<file path="config.mk">
export PLATFORM = sky130hd
export DESIGN_NAME = uart_tx_arbiter
export DESIGN_NICKNAME = d
export VERILOG_FILES = /design/src/rtl/uart_tx_arbiter.sv
export SDC_FILE = /design/constraint.sdc
export NUM_CORES = 1
export LEC_CHECK = 0
export CAP_MARGIN = 20
export CORE_MARGIN = 2
export CORE_UTILIZATION = 45
export CTS_CLUSTER_DIAMETER = 100
export CTS_CLUSTER_SIZE = 28
export DETAILED_ROUTE_END_ITERATION = 10
export PLACE_DENSITY = 0.69
export SYNTH_ARGS = -nofsm -noshare
export SYNTH_HDL_FRONTEND = slang
export SYNTH_SLANG_ARGS = --single-unit
</file>
<file path="constraint.sdc">
create_clock -name clk -period 2.2 [get_ports clk]
set_input_delay 0.55 -clock clk [delete_from_list [all_inputs] [get_ports clk]]
set_output_delay 0.55 -clock clk [all_outputs]
set_load 0.03 [all_outputs]
</file>
<file path="src/rtl/uart_tx_arbiter.sv">
// Round-robin share of one uart_tx byte transmitter among N_REQ one-byte hold slots.
// Latency: accept edge t -> tx_flag pulse in the clock after edge t+1 when idle; issues spaced FRAME_CYC+GAP_CYCLES+1.
// Backpressure: req_ready[i] is low while slot i holds a byte and rises the clock after that byte is issued.
`timescale 1ns/1ps
module uart_tx_arbiter #(
  parameter int N_REQ      = 4,
  parameter int CLKFREQ    = 50_000_000,
  parameter int BAUD       = 115_200,
  parameter int FRAME_BITS = 10,
  parameter int GAP_CYCLES = 0
) (
  input  logic                     clk,
  input  logic                     rst_n,
  input  logic [N_REQ-1:0]         req_valid,
  input  logic [8*N_REQ-1:0]       req_data,
  output logic [N_REQ-1:0]         req_ready,
  output logic [7:0]               tx_data,
  output logic                     tx_flag,
  output logic [$clog2(N_REQ)-1:0] grant_id,
  output logic                     busy
);

  localparam int IDW       = $clog2(N_REQ);
  localparam int BIT_CYC   = CLKFREQ / BAUD;
  localparam int FRAME_CYC = BIT_CYC * FRAME_BITS;
  localparam logic [15:0] FRAME_LAST = 16'(FRAME_CYC - 1);
  localparam logic [15:0] GAP_LAST   = 16'(GAP_CYCLES - 1);

  typedef enum logic [1:0] {S_IDLE, S_ISSUE, S_WAIT, S_GAP} state_t;

  state_t           state_q, state_d;
  logic [N_REQ-1:0] pend_q, pend_d;
  logic [7:0]       slot_q [N_REQ];
  logic [7:0]       slot_d [N_REQ];
  logic [IDW-1:0]   grant_q, grant_d;
  logic [IDW-1:0]   last_q, last_d;
  logic [7:0]       tx_data_q, tx_data_d;
  logic             tx_flag_q, tx_flag_d;
  logic [15:0]      cnt_q, cnt_d;

  logic             pick_vld;
  logic [IDW-1:0]   pick_id;
  logic [7:0]       pick_dat;
  logic             hi_vld, lo_vld;
  logic [IDW-1:0]   hi_id, lo_id;
  logic [7:0]       hi_dat, lo_dat;

  // Cyclic scan after last: lowest pending index above last wins, else lowest at or below it.
  always_comb begin
    hi_vld = 1'b0;
    lo_vld = 1'b0;
    hi_id  = '0;
    lo_id  = '0;
    hi_dat = '0;
    lo_dat = '0;
    for (int k = N_REQ - 1; k >= 0; k--) begin
      if (pend_q[k]) begin
        if (IDW'(k) > last_q) begin
          hi_vld = 1'b1;
          hi_id  = IDW'(k);
          hi_dat = slot_q[k];
        end else begin
          lo_vld = 1'b1;
          lo_id  = IDW'(k);
          lo_dat = slot_q[k];
        end
      end
    end
    pick_vld = hi_vld | lo_vld;
    pick_id  = hi_vld ? hi_id  : lo_id;
    pick_dat = hi_vld ? hi_dat : lo_dat;
  end

  always_comb begin
    pend_d = pend_q;
    slot_d = slot_q;
    for (int k = 0; k < N_REQ; k++) begin
      if (req_valid[k] && !pend_q[k]) begin
        pend_d[k] = 1'b1;
        slot_d[k] = req_data[8*k +: 8];
      end
    end
    // A slot cannot be refilled while pending, so this clear never races an accept.
    if (state_q == S_ISSUE) begin
      pend_d[grant_q] = 1'b0;
    end
  end

  always_comb begin
    state_d   = state_q;
    grant_d   = grant_q;
    last_d    = last_q;
    tx_data_d = tx_data_q;
    tx_flag_d = 1'b0;
    cnt_d     = cnt_q;
    case (state_q)
      S_IDLE: begin
        cnt_d = '0;
        if (pick_vld) begin
          grant_d   = pick_id;
          last_d    = pick_id;
          tx_data_d = pick_dat;
          tx_flag_d = 1'b1;
          state_d   = S_ISSUE;
        end
      end
      S_ISSUE: begin
        cnt_d   = 16'd1;
        state_d = S_WAIT;
      end
      S_WAIT: begin
        if (cnt_q == FRAME_LAST) begin
          cnt_d   = '0;
          state_d = (GAP_CYCLES > 0) ? S_GAP : S_IDLE;
        end else begin
          cnt_d = cnt_q + 16'd1;
        end
      end
      S_GAP: begin
        if (cnt_q == GAP_LAST) begin
          cnt_d   = '0;
          state_d = S_IDLE;
        end else begin
          cnt_d = cnt_q + 16'd1;
        end
      end
      default: state_d = S_IDLE;
    endcase
  end

  always_ff @(posedge clk or negedge rst_n) begin
    if (!rst_n) begin
      state_q   <= S_IDLE;
      pend_q    <= '0;
      grant_q   <= '0;
      last_q    <= IDW'(N_REQ - 1);
      tx_data_q <= '0;
      tx_flag_q <= 1'b0;
      cnt_q     <= '0;
      for (int k = 0; k < N_REQ; k++) begin
        slot_q[k] <= '0;
      end
    end else begin
      state_q   <= state_d;
      pend_q    <= pend_d;
      grant_q   <= grant_d;
      last_q    <= last_d;
      tx_data_q <= tx_data_d;
      tx_flag_q <= tx_flag_d;
      cnt_q     <= cnt_d;
      for (int k = 0; k < N_REQ; k++) begin
        slot_q[k] <= slot_d[k];
      end
    end
  end

  assign req_ready = ~pend_q;
  assign tx_data   = tx_data_q;
  assign tx_flag   = tx_flag_q;
  assign grant_id  = grant_q;
  assign busy      = (state_q != S_IDLE);

endmodule

</file>
==> results of run 1 <==
==> per-layer routing <==
| layer | up-vias | wire (microns) | global-route usage | part of all wire |
|---|---|---|---|---|
| li1 | 1276 | - | - | - |
| met1 | 1255 | 3825 | 0.3405 | 0.50 |
| met2 | 109 | 3137 | 0.2734 | 0.41 |
| met3 | 14 | 568 | 0.04845 | 0.074 |
| met4 | 0 | 112 | 0.05834 | 0.015 |
| met5 | - | 0 | 0 | 0 |
==> sequential cells by signal, summed over array words and instances, names as in the netlist <==
name	count
last_q	2
tx_flag	1
tx_data	8
cnt_q	16
slot_q	32
grant_id	2
state_q	2
pend_q	4
==> cells by family (layout without fill, tap and decap cells) <==
kind of cell	count (synthesis)	in the layout	synth area share
simple gates	117	117	0.1660
compound gates	68	68	0.1535
flops	67	67	0.5087
buf+inv	32	98	0.04208
mux	26	26	0.08870
xor+xnor	14	14	0.03715
fa+ha+maj	1	1	0.003790
==> cells in the final DEF (no fill, tap or decap), drive strengths merged, types with 9 or more instances in the layout <==
cell type,instances
nand2,31
o21ai,10
a31oi,9
buf,14
nor2,45
clkdlybuf4s50,49
dfrtp,65
mux2,26
inv,16
clkbuf,10
a21oi,15
==> power by group through the flow <==
stage               Clock (W)  Combinational, W  Sequential (W)
floorplan                   0           0.00112         0.00218
global placement            0           0.00175         0.00222
detailed placement          0           0.00179         0.00221
CTS                   0.00105           0.00180         0.00219
global route          0.00113           0.00199         0.00226
finish                0.00102           0.00180         0.00221
==> worst min-delay path by stage <==
stage / start / to / slack [ps] / cells after the start
6_report: rst_n / state_q[0]$_DFFE_PN0P_ / 150 / 1
4_1_cts: rst_n / cnt_q[8]$_DFF_PN0_ / 150 / 1
2_1_floorplan: rst_n / cnt_q[0]$_DFF_PN0_ / 250 / 0
3_5_place_dp: slot_q[14]$_DFFE_PN0P_ / slot_q[14]$_DFFE_PN0P_ / 510 / 1
5_1_grt: rst_n / cnt_q[8]$_DFF_PN0_ / 170 / 1
3_3_place_gp: slot_q[14]$_DFFE_PN0P_ / slot_q[14]$_DFFE_PN0P_ / 510 / 1
==> synth_stat cells, types with 2 or more instances <==
library cell	number
buf_2	6
xnor2_1	6
nor2_1	45
nor2b_1	6
dfstp_2	2
and3_1	8
a21oi_1	15
a221o_1	6
nand4_1	5
nor3_1	4
o22ai_1	2
mux2_2	26
nand3_1	7
dfrtp_1	65
clkbuf_1	7
o21ai_0	10
nand2b_1	4
nand2_1	30
inv_1	15
a221oi_1	7
a21o_1	3
o221ai_1	6
a31oi_1	9
nor3_2	2
xor2_1	8
==> area by class of cell <==
type	instances	area, sq um
Inverter	16	60.06
Sequential cell	67	1679
Timing Repair Buffer	66	644.4
Tap cell	99	123.9
Clock inverter	6	63.81
Fill cell	630	2984
Multi-Input combinational cell	226	1483
Clock buffer	10	137.6
==> worst max-delay path: stages, from the launching register on <==
cell	delay, ps
dfrtp_1	370
inv_1	180
clkdlybuf4s50_1	710
==> per-stage QoR <==
stage	hold WS (ps)	power, W	std cells	setup WS [ps]	instance area [sq um]
floorplan	254.4	0.003296	325	461.0	3301
global placement	505.5	0.003970	474	246.5	3994
detailed placement	506.6	0.004003	474	232.2	3994
CTS	151.0	0.005034	490	53.23	4192
global route	165.4	0.005375	490	2.087	4192
finish	146.3	0.005028	490	50.13	4192
==> repair_timing <==
item / 4_1_cts / 5_1_grt
hold buffers: 0 / 0
gates resized for setup: 3 / 0
endpoints found under the setup margin: 3 / 0
==> impl_metrics.json, run 1 <==
{
  "status": "complete, no violations",
  "cts_setup_buffers": 0,
  "cp_data_required_time_ps": 1650,
  "drtAntennaViolNets": 0,
  "drv_cap": 0,
  "boundaryPins": 54,
  "cts.path.max_buffers": 2,
  "gr-total-overflow": 0,
  "yosysTopAreaCell": "dfrtp_1",
  "dieArea_sq_um": 8036,
  "worstSetupStartpoint": "pend_q[1]$_DFF_PN0_",
  "synth_edf_count": 0,
  "pwr-share-comb": 0.358,
  "fin_worst_skew_ps": 12.18,
  "power.switching_w": 0.001890,
  "grt_max_degree": 27,
  "hold_viol": 0,
  "drt_iter0_drc": 286,
  "crit_end": "req_ready[1]",
  "coreArea_sq_um": 7176,
  "clkLatencyLatePin_ps": 340,
  "num_vias": 2654,
  "grt_usage": 0.2088,
  "cts_tree": "yes",
  "r2r_slack_ps": 180,
  "fp.dieH_microns": 89.65,
  "reg2regPathDepth": 5,
  "antennaDiodeCount": 0,
  "synth-seq-cells": 67,
  "min_path_type": "input port to async pin",
  "worstPathMaxFanout": 5,
  "final-setup-viol-count": 0,
  "fin_crit_sh": 0.9772,
  "ys_types": 46,
  "io_buffers": 53,
  "cts.clk_slew.worst_paths_ps": 80,
  "p_leak_nw": 1.826,
  "tightestPinTransition_ps": 822.7,
  "routed_wl_microns": 7644,
  "synthTopCellsByArea": "dfrtp_1, mux2_2, nor2_1",
  "clkPwrFrac": 0.203,
  "p_sw_frac": 0.3759,
  "intPower_w": 0.003138,
  "fin_tns_setup_ps": 0,
  "vias_per_cell": 5.416,
  "path_class": "register to primary output",
  "slew_violations": 0,
  "gp_congestion": 0.8707,
  "async_reset_ff_frac": 1.000,
  "grt_pass1_vias": 2509,
  "start_util": 0.4600,
  "numCtsBuffers": 9,
  "endpoint_kind": "primary output",
  "fmax_mhz": 465.1,
  "syn_to_final_growth_pct": 26.99,
  "p_seq_frac": 0.439,
  "dr.pass1.iters": 5,
  "syn-cell-area_sq_um": 3301,
  "cts_sinks": 67,
  "peakVddDrop_uv": 554.8,
  "critPathArrivalTime_ps": 1600,
  "rows": 31,
  "synth_top_area_frac": 0.4928,
  "r2r_end": "tx_data[1]$_DFFE_PN0P_",
  "drc": 0,
  "syn_nets": 364,
  "period_minus_slack_ps": 2150,
  "avgSynthCellArea_sq_um": 10.16,
  "yosys_warnings": 0,
  "fin_util": 0.5841,
  "critPathLaunchType": "register",
  "grt_setup_unrepaired": "no",
  "die_w_microns": 89.65,
  "ys.flop_type": "dfrtp_1",
  "p_per_area_nw_per_um2": 1199,
  "drive_gt1_frac": 0.1662,
  "dp.final_hpwl_microns": 5776,
  "fin_nets": 425,
  "reg2reg_from": "last_q[1]$_DFFE_PN1P_",
  "ys_seq_area_frac": 0.5087,
  "antenna_found_initial": 0,
  "timing.slew.headroom": 0.4373,
  "grt_pass1_wl_microns": 12700,
  "cts_root_buf": "clkbuf_8",
  "htreeDepth": 3,
  "avgRoutedWirePerCell_microns": 15.60,
  "syn_inst": 325
}
Note: power is estimated with default switching activity, not from simulation.
==> run 2, diff against run 1 <==
==> constraint.sdc (replaced) <==
create_clock -name clk -period 2.2 [get_ports clk]
set_input_delay 0.44 -clock clk [delete_from_list [all_inputs] [get_ports clk]]
set_output_delay 0.44 -clock clk [all_outputs]
set_load 0.03 [all_outputs]
==> run 2 against run 1 <==
Against the previous run:
- sequential power about the same
- cell area grew 0.12%
- combinational power hardly changed
- clock skew grew 1.4 ps
- worst hold slack lost 120 ps
- final cell count decreased by 0.20%
- via count decreased by 2.5%
- clock power is 8% higher
- die area did not move
- utilization is 0.070 points higher
- first-iteration DRC count down 14%
- largest power group unchanged
==> impl_metrics.json, run 2 (synthesized netlist as in run 1, its figures left out) <==
{
  "crit_path_cell_trace": "inv_1, clkdlybuf4s50_1",
  "io_buffers": 53,
  "start_util": 0.4600,
  "status": "complete, no violations",
  "syn_to_final_growth_pct": 27.14,
  "dieArea_sq_um": 8036,
  "final_common_cell": "dfrtp_1",
  "final_cell_mix": "dfrtp_1, clkdlybuf4s50_1, nor2_1, nand2_1, mux2_2",
  "largest_register_ffs": 32,
  "num_vias": 2587,
  "critPathBufInv": 2,
  "drive_gt1_frac": 0.1641,
  "grt_max_degree": 27,
  "cts_root_buf": "clkbuf_8",
  "hold_viol": 0,
  "antennaDiodeCount": 0,
  "fmax_mhz": 469.7,
  "grt_setup_unrepaired": "no",
  "cts.path.max_buffers": 2,
  "largest_register": "slot_q",
  "cts.clk_slew.worst_paths_ps": 80,
  "gr-total-overflow": 0,
  "drtAntennaViolNets": 0,
  "min_path_type": "input port to async pin",
  "critPathTopFamily": "buffers and inverters",
  "p_seq_frac": 0.435,
  "period_minus_slack_ps": 2129,
  "design_area_sq_um": 4197,
  "cp_data_required_time_ps": 1760,
  "boundaryPins": 54,
  "peakVddDrop_uv": 588.4,
  "placed_area_sq_um": 3974,
  "pwr-share-comb": 0.348,
  "power.switching_w": 0.001881,
  "timing.slew.headroom": 0.5570,
  "finalPower_w": 0.005082,
  "hold_slack_ps": 29.08,
  "cts_sinks": 67,
  "coreArea_sq_um": 7176,
  "tightestPinTransition_ps": 647.8,
  "critPathLaunchType": "register",
  "p_sw_frac": 0.3702,
  "gp_congestion": 0.9442,
  "final-setup-viol-count": 0,
  "avgRoutedWirePerCell_microns": 15.93,
  "intPower_w": 0.003201,
  "fin_worst_skew_ps": 13.55,
  "grt_pass1_vias": 2475,
  "antenna_found_initial": 0,
  "p_leak_nw": 1.835,
  "fin_tns_setup_ps": 0,
  "htreeDepth": 3,
  "grt_pass1_wl_microns": 12830,
  "fin_crit_sh": 0.9677,
  "fp.dieH_microns": 89.65,
  "cpPeakStageDelay_ps": 690,
  "clkLatencyLatePin_ps": 340,
  "slew_violations": 0,
  "drt_iter0_drc": 245,
  "clkPwrFrac": 0.217,
  "fin_nets": 424,
  "cts_tree": "yes",
  "drc": 0,
  "dr.pass1.iters": 4,
  "dp.final_hpwl_microns": 5964,
  "endpoint_kind": "primary output",
  "path_class": "register to primary output",
  "grt_usage": 0.2116,
  "fin_util": 0.5848,
  "critPathSlowestCell": "clkdlybuf4s50_1",
  "vias_per_cell": 5.290,
  "rows": 31,
  "critPathArrivalTime_ps": 1690,
  "worstPathMaxFanout": 8,
  "die_w_microns": 89.65,
  "drv_cap": 0,
  "routed_wl_microns": 7791,
  "numCtsBuffers": 9,
  "p_per_area_nw_per_um2": 1211
}
run 2: cell count changes in the layout (fill, tap and decap cells not counted), sizes merged:
cell	before	now
clkinvlp	2	1
buf	14	13
bufinv	1	2
clkinv	3	4
clkdlybuf4s50	49	51
dlygate4sd2	3	0
inv	16	15
dlymetal6s2s	0	1
run 2: final cells by class:
class,count,area [sq um]
flip-flops and latches,67,1679
multi-input cells,226,1485
repair buffers,65,630.6
inverters,16,60.06
fillers,631,2979
clock buffers,10,127.6
clock inverters,6,90.09
well taps,99,123.9
run 2: per-layer routing:
| layer | part of all wire | wire [microns] | global-route usage |
|---|---|---|---|
| met2 | 0.43 | 3315 | 0.2814 |
| met1 | 0.50 | 3860 | 0.3351 |
| met5 | 0 | 0 | 0 |
| met3 | 0.065 | 504 | 0.04022 |
| met4 | 0.014 | 110 | 0.08412 |
run 2: timing repair:
action | 4_1_cts | 5_1_grt
resized for setup | 0 | 2
hold buffers | 0 | 0
endpoints found under the setup margin | 0 | 7
hold endpoints to repair | 0 | 0
buffers inserted | 0 | 0
run 2: power by group through the flow:
stage | sequential [W] | combinational, W | clock (W)
6_report | 0.00221 | 0.00177 | 0.00110
5_1_grt | 0.00228 | 0.00199 | 0.00118
4_1_cts | 0.00220 | 0.00177 | 0.00113
3_5_place_dp | 0.00222 | 0.00176 | 0
3_3_place_gp | 0.00221 | 0.00174 | 0
2_1_floorplan | 0.00218 | 0.00112 | 0
run 2: path summary, 6_finish.rpt:
check                                        from                       to  slack (ps)  cells past startpoint
max                           pend_q[3]$_DFF_PN0_             req_ready[3]          70                      2
min                                         rst_n  grant_id[1]$_DFFE_PN0P_          30                      1
max reg2reg                 last_q[1]$_DFFE_PN1P_   tx_data[2]$_DFFE_PN0P_         200                      5
min reg2reg                slot_q[14]$_DFFE_PN0P_   slot_q[14]$_DFFE_PN0P_         540                      1
max in group asynchronous                   rst_n   slot_q[24]$_DFFE_PN0P_        1610                      2
min in group clk           slot_q[14]$_DFFE_PN0P_   slot_q[14]$_DFFE_PN0P_         540                      1
run 2: worst register-to-register path, stage by stage, from the launching register on:
cell,delay (ps)
dfstp_2,720
nand2_2,190
nor3_2,410
nand2_1,100
a221o_1,320
a31oi_1,180
run 2: metrics by stage:
| step | cells | worst slack [ps] |
|---|---|---|
| finish | 489 | 71.11 |
| global route | 489 | 15.89 |
| CTS | 489 | 34.55 |
| detailed placement | 473 | 175.5 |
| global placement | 473 | 258.6 |
| floorplan | 325 | 461.0 |
==> run 3, diff against run 2 <==
==> constraint.sdc (replaced) <==
create_clock -name clk -period 2.2 [get_ports clk]
set_input_delay 0.44 -clock clk [delete_from_list [all_inputs] [get_ports clk]]
set_output_delay 0.44 -clock clk [all_outputs]
set_load 0.02 [all_outputs]
==> run 3 against run 2 <==
Against the previous run:
- sequential share of layout area about the same
- global-route usage up 0.26 points
- worst hold slack better by 2.8 ps
- largest cell class unchanged
- combinational power down 5%
- setup slack better by 20 ps
- die area unchanged
- clock skew down 4.0 ps
- sequential power about the same
- fmax up 0.93%
- largest power group unchanged
==> impl_metrics.json, run 3 (synthesized netlist as in run 1, its figures left out) <==
{
  "final_common_cell": "dfrtp_1",
  "peakVddDrop_uv": 721.6,
  "drt_iter0_drc": 222,
  "reg2regPathDepth": 5,
  "final-setup-viol-count": 0,
  "worstPathMaxFanout": 13,
  "largest_register": "slot_q",
  "p_leak_nw": 1.820,
  "grt_setup_unrepaired": "no",
  "wl_met3_microns": 479,
  "gp_congestion": 0.9018,
  "slew_violations": 0,
  "gr-total-overflow": 0,
  "post-place-ws_ps": 206.2,
  "status": "complete, no violations",
  "fin_crit_sh": 0.9587,
  "dr.pass1.iters": 4,
  "tightestPinTransition_ps": 644.1,
  "cts.clk_slew.worst_paths_ps": 70,
  "highest_layer": "met4",
  "boundaryPins": 54,
  "dieArea_sq_um": 8036,
  "syn_to_final_growth_pct": 27.37,
  "drc": 0,
  "crit_path_cell_trace": "inv_1, clkdlybuf4s50_1",
  "drv_cap": 0,
  "critPathArrivalTime_ps": 1670,
  "setup_slack_ps": 90.81,
  "die_w_microns": 89.65,
  "p_per_area_nw_per_um2": 1199,
  "critPathBufInv": 2,
  "htreeDepth": 3,
  "cts_tree": "yes",
  "start_util": 0.4600,
  "r2r_slack_ps": 210,
  "io_buffers": 53,
  "path_class": "register to primary output",
  "dp.final_hpwl_microns": 5851,
  "clkLatencyLatePin_ps": 350,
  "largest_register_ffs": 32,
  "final_cell_mix": "dfrtp_1, clkdlybuf4s50_1, nor2_1, nand2_1, mux2_2",
  "hold_viol": 0,
  "grt_pass1_vias": 2474,
  "grt_max_degree": 31,
  "cp_data_required_time_ps": 1760,
  "hold_buffers": 0,
  "cts.path.max_buffers": 2,
  "critPathSlowestCell": "clkdlybuf4s50_1",
  "wl_met1_microns": 3916,
  "cp.depth": 2,
  "fin_nets": 424,
  "critPathTopFamily": "buffers and inverters",
  "fp.dieH_microns": 89.65,
  "routed_wl_microns": 7837,
  "vias_per_cell": 5.368,
  "cts_sinks": 67,
  "cts_root_buf": "clkbuf_8",
  "antenna_found_initial": 0,
  "drive_gt1_frac": 0.1692,
  "rows": 31,
  "critPathLaunchType": "register",
  "num_vias": 2625,
  "min_path_type": "input port to async pin",
  "reg2reg_from": "last_q[1]$_DFFE_PN1P_",
  "grt_pass1_wl_microns": 12720,
  "cpPeakStageDelay_ps": 660,
  "antennaDiodeCount": 0,
  "fmax_mhz": 474.1,
  "coreArea_sq_um": 7176,
  "timing.slew.headroom": 0.5595,
  "met2_wirelength_microns": 3382,
  "numCtsBuffers": 9,
  "drtAntennaViolNets": 0,
  "r2r_end": "tx_data[4]$_DFFE_PN0P_",
  "fillers": 634,
  "endpoint_kind": "primary output",
  "avgRoutedWirePerCell_microns": 16.03,
  "fin_tns_setup_ps": 0,
  "grt_usage": 0.2141,
  "period_minus_slack_ps": 2109,
  "fin_worst_skew_ps": 9.527
}
run 3: cell type report:
| class | instances | area (sq um) | area share |
|---|---|---|---|
| repair buffers | 65 | 628.1 | 0.1494 |
| multi-input cells | 226 | 1485 | 0.3533 |
| inverters | 16 | 60.06 | 0.01429 |
| clock buffers | 10 | 137.6 | 0.03274 |
| clock inverters | 6 | 88.84 | 0.02113 |
| well taps | 99 | 123.9 | 0.02946 |
| flip-flops and latches | 67 | 1680 | 0.3997 |
run 3: timing repair:
item,4_1_cts,5_1_grt
setup endpoints to repair,0,7
gates resized for setup,0,2
buffers inserted,0,0
run 3: worst max-delay path by stage:
stage	start	slack, ps	to
global route	pend_q[2]$_DFF_PN0_	30	req_ready[2]
detailed placement	last_q[1]$_DFFE_PN1P_	210	tx_data[4]$_DFFE_PN0P_
global placement	last_q[1]$_DFFE_PN1P_	240	tx_data[3]$_DFFE_PN0P_
floorplan	cnt_q[14]$_DFF_PN0_	460	state_q[1]$_DFFE_PN0P_
CTS	pend_q[1]$_DFF_PN0_	6	req_ready[1]
finish	pend_q[1]$_DFF_PN0_	90	req_ready[1]
run 3: worst register-to-register path: cells and delay by family (launching register included):
family / cells / cell delay (ps)
compound gates: 2 / 480
flops: 1 / 720
simple gates: 3 / 720
run 3: routing by layer:
layer	global-route usage	vias up
met3	0.05119	4
met1	0.3341	1259
met5	0	-
li1	-	1278
met4	0.08277	0
met2	0.2841	84
run 3: metrics by stage:
| step | total power [W] | instances | hold slack (ps) | utilization | cell area, sq um |
|---|---|---|---|---|---|
| finish | 0.005043 | 489 | 31.85 | 0.5859 | 4204 |
| global route | 0.005376 | 489 | 55.00 | 0.5859 | 4204 |
| CTS | 0.005071 | 489 | 36.44 | 0.5854 | 4200 |
| detailed placement | 0.003898 | 473 | 420.3 | 0.5538 | 3974 |
| global placement | 0.003884 | 473 | 417.4 | 0.5538 | 3974 |
| floorplan | 0.003220 | 325 | 144.4 | - | 3301 |
run 3: where the power goes:
part           switching (W)  internal [W]  total, W
sequential          0.000479       0.00173   0.00221
combinational       0.000853      0.000835   0.00169
clock               0.000481      0.000668   0.00115
total                0.00181       0.00323   0.00504
